File: src/rtl/mux_4to1_rr.sv
`default_nettype none
// ============================================================================
// Module   : mux_4to1_rr
// Purpose  : Four-channel valid/ready merge with round-robin arbitration and
//            a single registered output stage that tracks the channel source.
// Revision : 1.0 - initial release
// ============================================================================
module mux_4to1_rr #(
  parameter int DATA_W = 8
) (
  input  logic                clk,
  input  logic                rst,
  input  logic [3:0]          in_valid,
  input  logic [4*DATA_W-1:0] in_data,
  output logic [3:0]          in_ready,
  output logic                out_valid,
  output logic [DATA_W-1:0]   out_data,
  output logic [1:0]          out_sel,
  input  logic                out_ready
);

  // EMPTY/FULL is exactly the out_valid flag of the output register
  typedef enum logic [0:0] {
    EMPTY = 1'b0,
    FULL  = 1'b1
  } state_t;

  state_t      state;
  state_t      state_next;
  logic [1:0]  last_grant;
  logic [1:0]  grant;
  logic [1:0]  probe;
  logic        found;
  logic        any_valid;
  logic        load_en;
  logic        take;

  assign out_valid = (state == FULL);
  assign any_valid = |in_valid;
  // The register may load when it is empty or being drained this cycle
  assign load_en   = !out_valid || out_ready;
  // Reset gates acceptance so nothing is handshaken while rst is high
  assign take      = load_en && any_valid && !rst;

  // Rotating priority search starting just after the previous winner
  always_comb begin
    grant = last_grant;
    probe = '0;
    found = 1'b0;
    for (int k = 1; k <= 4; k++) begin
      probe = last_grant + 2'(k);
      if (!found && in_valid[probe]) begin
        grant = probe;
        found = 1'b1;
      end
    end
  end

  // One-hot acceptance strobe for the winning channel
  always_comb begin
    in_ready = 4'b0000;
    if (take) begin
      in_ready = 4'b0001 << grant;
    end
  end

  // Next-state: reload decides FULL vs EMPTY, otherwise hold
  always_comb begin
    state_next = state;
    if (load_en) begin
      state_next = any_valid ? FULL : EMPTY;
    end
  end

  // State register
  always_ff @(posedge clk) begin
    if (rst) begin
      state <= EMPTY;
    end else begin
      state <= state_next;
    end
  end

  // Output data, source index and arbitration pointer update on acceptance
  always_ff @(posedge clk) begin
    if (rst) begin
      out_data   <= '0;
      out_sel    <= 2'd0;
      last_grant <= 2'd3;
    end else if (take) begin
      out_data   <= in_data[int'(grant)*DATA_W +: DATA_W];
      out_sel    <= grant;
      last_grant <= grant;
    end
  end

endmodule
`default_nettype wire

File: config.mk
export PLATFORM = sky130hd
export DESIGN_NAME = mux_4to1_rr
export DESIGN_NICKNAME = d
export VERILOG_FILES = /design/src/rtl/mux_4to1_rr.sv
export SDC_FILE = /design/constraint.sdc
export NUM_CORES = 1
export LEC_CHECK = 0
export ABC_AREA = 0
export CAP_MARGIN = 30
export CELL_PAD_IN_SITES_DETAIL_PLACEMENT = 0
export CELL_PAD_IN_SITES_GLOBAL_PLACEMENT = 1
export CORE_MARGIN = 8
export CORE_UTILIZATION = 27
export CTS_CLUSTER_DIAMETER = 100
export CTS_CLUSTER_SIZE = 20
export DETAILED_ROUTE_END_ITERATION = 12
export PLACE_DENSITY_LB_ADDON = 0.1
export SETUP_SLACK_MARGIN = 0.2
export SYNTH_ARGS = -nofsm -noshare
export SYNTH_HDL_FRONTEND = slang
export SYNTH_SLANG_ARGS = --single-unit
File: constraint.sdc
create_clock -name clk -period 3 [get_ports clk]
set_input_delay 0.3 -clock clk [delete_from_list [all_inputs] [get_ports clk]]
set_output_delay 0.3 -clock clk [all_outputs]
set_load 0.02 [all_outputs]
* After elaboration in Yosys (flattened, before gate mapping)
Index checks and enable logic that the tools add are counted.
W data, S select, Z words.
** Word-level totals
- Input bits :: 39
- Bits in registers :: 13
- Logic and storage cells :: 42
** Operators by class
- $lt $le $gt $ge :: 4
- Add/subtract/negate cells :: 3
- Mux-type cells :: 17
- Shifts and indexed selects :: 2
- Reduce and logical (&&, ||, !) cells :: 12
** Operators by type and width (count)
- $shiftx A32 B6 Y8 :: 1
- $lt A2 B3 Y1 const B :: 4
- $bmux W1 S2 :: 4
- $mux W1 :: 8
- $mux W2 :: 4
- $logic_and A1 B1 Y1 :: 5
- $logic_not A1 Y1 :: 5
- $add A2 B2 Y2 const B :: 2
- $mux W4 :: 1
- $reduce_or A4 Y1 :: 1
- $shl A1 B2 Y4 const A :: 1
- $add A2 B1 Y2 const B :: 1
- $logic_or A1 B1 Y1 :: 1

* Longest topological paths before layout
- Depth after elaboration :: 15
- Depth in mapped cells :: 7
- Mapped depth without buffers :: 5

* Worst setup path after synthesis
No wires, ideal clock.
- Path kind :: register to output
- Start point :: register last_grant[1]
- End point :: output port in_ready[0]
- Slack :: 1.243 ns
- Data required time :: 2.700 ns
- Stages on the path, launching flop included :: 8
- Arrival :: 1.457 ns
- Path through :: dfxtp_1 > buf_2 > nor3_2 > a31oi_4 > nand2_2 > buf_6 > nand2_1 > nor2_1
** Between the ends
- Word-level cells in the longest chain between the ends :: 15
- Elaborated cells on any way between the ends :: 26
- Classes of those cells :: 3 x add/sub; 1 x shift; 16 x mux; 6 x reduce/logical
** RTL lines
- start, declared :: RTL line 30 : logic [1:0] last_grant;
- start signal, assigned :: RTL line 93 : last_grant <= grant;
- $add A2 B1 Y2 :: RTL line 51 : probe = last_grant + 2'(k);
- $bmux W1 S2 :: RTL line 52 : if (!found && in_valid[probe]) begin
- $mux W1 (implied by the code) :: RTL line 52
- $mux W1 :: RTL line 52
- $logic_not A1 Y1 :: RTL line 52
- $logic_and A1 B1 Y1 :: RTL line 52
- $mux W1 :: RTL line 52
- $logic_not A1 Y1 :: RTL line 52
- $logic_and A1 B1 Y1 :: RTL line 52
- $mux W1 :: RTL line 52
- $logic_not A1 Y1 :: RTL line 52
- $logic_and A1 B1 Y1 :: RTL line 52
- $mux W2 * :: RTL line 52
- $shl A1 B2 Y4 * :: RTL line 63 : in_ready = 4'b0001 << grant;
- $mux W4 * :: RTL line 62 : if (take) begin
- end, declared :: RTL line 15 : output logic [3:0] in_ready,
Mark *: on every way between the ends. The rest lies on a longest branch, timed or not. The select of a mux whose other input is x is not followed.

* Final worst setup path
- Start point :: input port in_valid[1]
- End point :: output port in_ready[2]
** Between the ends
- Word-level cells in the longest chain between the ends :: 14
- Elaborated cells on any way between the ends :: 26
- Classes of those cells :: 1 x shift; 16 x mux; 9 x reduce/logical
** RTL lines
- start, declared :: RTL line 13 : input logic [3:0] in_valid,
- $bmux W1 S2 :: RTL line 52
- $mux W1 (implied by the code) :: RTL line 52
- $mux W1 :: RTL line 52
- $logic_not A1 Y1 :: RTL line 52
- $logic_and A1 B1 Y1 :: RTL line 52
- $mux W1 :: RTL line 52
- $logic_not A1 Y1 :: RTL line 52
- $logic_and A1 B1 Y1 :: RTL line 52
- $mux W1 :: RTL line 52
- $logic_not A1 Y1 :: RTL line 52
- $logic_and A1 B1 Y1 :: RTL line 52
- $mux W2 :: RTL line 52
- $shl A1 B2 Y4 :: RTL line 63
- $mux W4 * :: RTL line 62
Marked as above.

==> results.txt <==
crit-path max cell delay: 0.62 ns
H-Tree Depth: 1
routed length per placed instance: 15.1 µm
Worst path slowest cell: clkdlybuf4s50_1
Final WS setup: 0.308 ns
cell family with most CP delay: buffers and inverters
VDD IR-drop max: 0.245 mV
gr usage total: 10.9%
cell mode on critical path: clkdlybuf4s50_1
CTS max path bufs: 2
CTS tree: yes
routability cong.: 0.718
PwrDens: 403 mW/mm²
vias in the first global route: 952
clk root buf: clkbuf_4
antenna violations before repair: 0
antenna diode count: 0
area delta synth->final: 72.5%
post-cts hold buffer count: 0
Die W: 72.4 µm
Post-Syn Instances: 95
total global routing overflow: 0
vias per cell: 4.76
Pleak: 0.562 nW
Antenna Nets Post-Route: 0
Filler cells: 321
nets@finish: 192
post-layout power: 0.000598 W
Hold Path Depth: 2
Vert. Die Dim: 72.4 µm
Finished Layout Cells: 196
relative slew slack: 68.6%
Critical path buffers and inverters: 2
num ports: 54
fmax: 0.372 GHz
Vias: 933
cells on worst reg2reg path: 6
DRT Pass-1 Iters: 4
Rows: 20
syn nets: 134
Setup Crit Path Kind: input pin to primary output
Mapped Area: 860 µm²
Distinct cells, synth: 31
pin slew with the least headroom to its limit: 0.469 ns
crit path time final: 2.69 ns
I/O Buffers: 53
final core occ: 48.6%
Min-Delay Path Class: flip-flop to flip-flop
DRT iter0 DRCs: 31
Hold Fails Final Rpt: 0
Crit path depth: 6
Slew Limit Fails: 0
Residual DRC: 0
Worst EP arrival: 2.39 ns
critical-path cell list: clkdlybuf4s50_1 -> or2b_1 -> a21oi_1 -> or3_2 -> nor2_1 -> clkdlybuf4s50_1
CTS sink cnt: 13
Synth Register Bits: 13
final setup fails: 0
dpl ws: 0.150 ns
layout cells sized above 1: 11.8%
Starting Density: 28.2%
Critical Path End Type: primary output
pin count of the biggest net entering global routing: 14
Placed Cells: 190
setup tns final: 0 ns
clock slew at reported path FFs: 0.07 ns
Setup Skew: 0.00575 ns
area of the die: 0.00525 mm²
first-pass GRT wire length: 4620 µm
clk_lat worst skew: 0.27 ns
Max Cap Violations: 0
startpoint types: input pin
period utilisation layout: 89.7%
outcome: finished clean
RSZ-0062 raised after global routing: no
CORE AREA: 0.00305 mm²
DP HPWL: 2350 µm
syn avg cell area: 9.05 µm²
post-synthesis sequential area ratio: 30.3%
Post-Route WL: 2960 µm
critical-path maximum fanout: 5
CTS buffer count: 3
Required @ worst endpoint: 2.70 ns
Ys Warns: 0
## tightest hold or removal path, delay by kind of cell, from the launching register on
kind | cells | cell delay [ns]
simple gates | 2 | 0.15
flops | 1 | 0.32
## worst paths after layout
kind,from,to,slack [ns]
worst max register to register,last_grant[1],out_data[7],1.28
worst min register to register,out_sel[0],out_sel[0],0.51
worst min-delay path,out_sel[0],out_sel[0],0.51
worst max-delay path,in_valid[1],in_ready[2],0.31
## cell usage after synthesis (all sizes together)
library cell	n	area (µm²)
a211oi	1	7.51
a21oi	4	20.0
a31oi	1	21.3
buf	3	21.3
clkbuf	1	3.75
dfxtp	13	260
inv	1	3.75
mux2	3	33.8
mux2i	13	130
nand2	6	25.0
nand2b	3	18.8
nand3	1	5.00
nand3b	8	60.1
nand4	6	37.5
nor2	9	33.8
nor2b	2	12.5
nor3	4	41.3
nor3b	1	7.51
nor4	1	6.26
o211ai	3	22.5
o21a	1	7.51
o21ai	2	13.8
o21bai	1	7.51
o221ai	5	43.8
or2b	1	7.51
or3	1	7.51
## registers in the layout (all words and copies together), names as in the netlist
name        count
out_valid       1
out_data        8
out_sel         2
last_grant      2
## final cells by class
| cell class | instances | area [µm²] | area share, % |
|---|---|---|---|
| Multi-Input combinational cell | 77 | 577 | 38.9 |
| Timing Repair Buffer | 57 | 561 | 37.8 |
| Sequential cell | 13 | 260 | 17.6 |
| Tap cell | 44 | 55.1 | 3.71 |
| Clock buffer | 4 | 26.3 | 1.77 |
| Inverter | 1 | 3.75 | 0.253 |
## per-stage QoR
step	cell area (µm²)	hold WS, ns
floorplan	860	0.493
global placement	1440	0.484
detailed placement	1440	0.484
CTS	1480	0.508
global route	1480	0.519
finish	1480	0.506
## routing by layer
layer | routed length, µm | global-route usage (%) | vias up
met5 | 0 | 0 | -
met4 | 12 | 3.33 | 0
met3 | 277 | 4.68 | 2
met2 | 1380 | 18.0 | 37
met1 | 1280 | 12.5 | 419
li1 | - | - | 475
## power by group
group	leakage [nW]	internal [W]	switching (W)
clock	0.0150	0.0000514	0.0000542
combinational	0.439	0.000147	0.000130
sequential	0.108	0.000198	0.0000178
total	0.562	0.000396	0.000202
## timing repair
action | in CTS | in global routing
setup endpoints to repair | 2 | 2
gates resized for setup | 0 | 1
pin swaps | 1 | 0
setup buffers | 2 | 0
## kinds of logic after synthesis
kind of cell / share of synthesized area, %
buffers and inverters: 3.35
muxes: 19.1
DFF: 30.3
AOI/OAI and AO/OA: 16.7
and+or+nand+nor: 30.6
## layout by cell type, fill, tap and decap left out, types with 4 or more instances in the layout
cell type,instances
clkdlybuf4s50_1,53
mux2i_1,13
dfxtp_1,13
nor2_1,9
nand3b_1,8
nand4_1,6
nand2_1,5
o221ai_1,5
a21oi_1,4
buf_4,4
(Power assumes the default switching activity.)
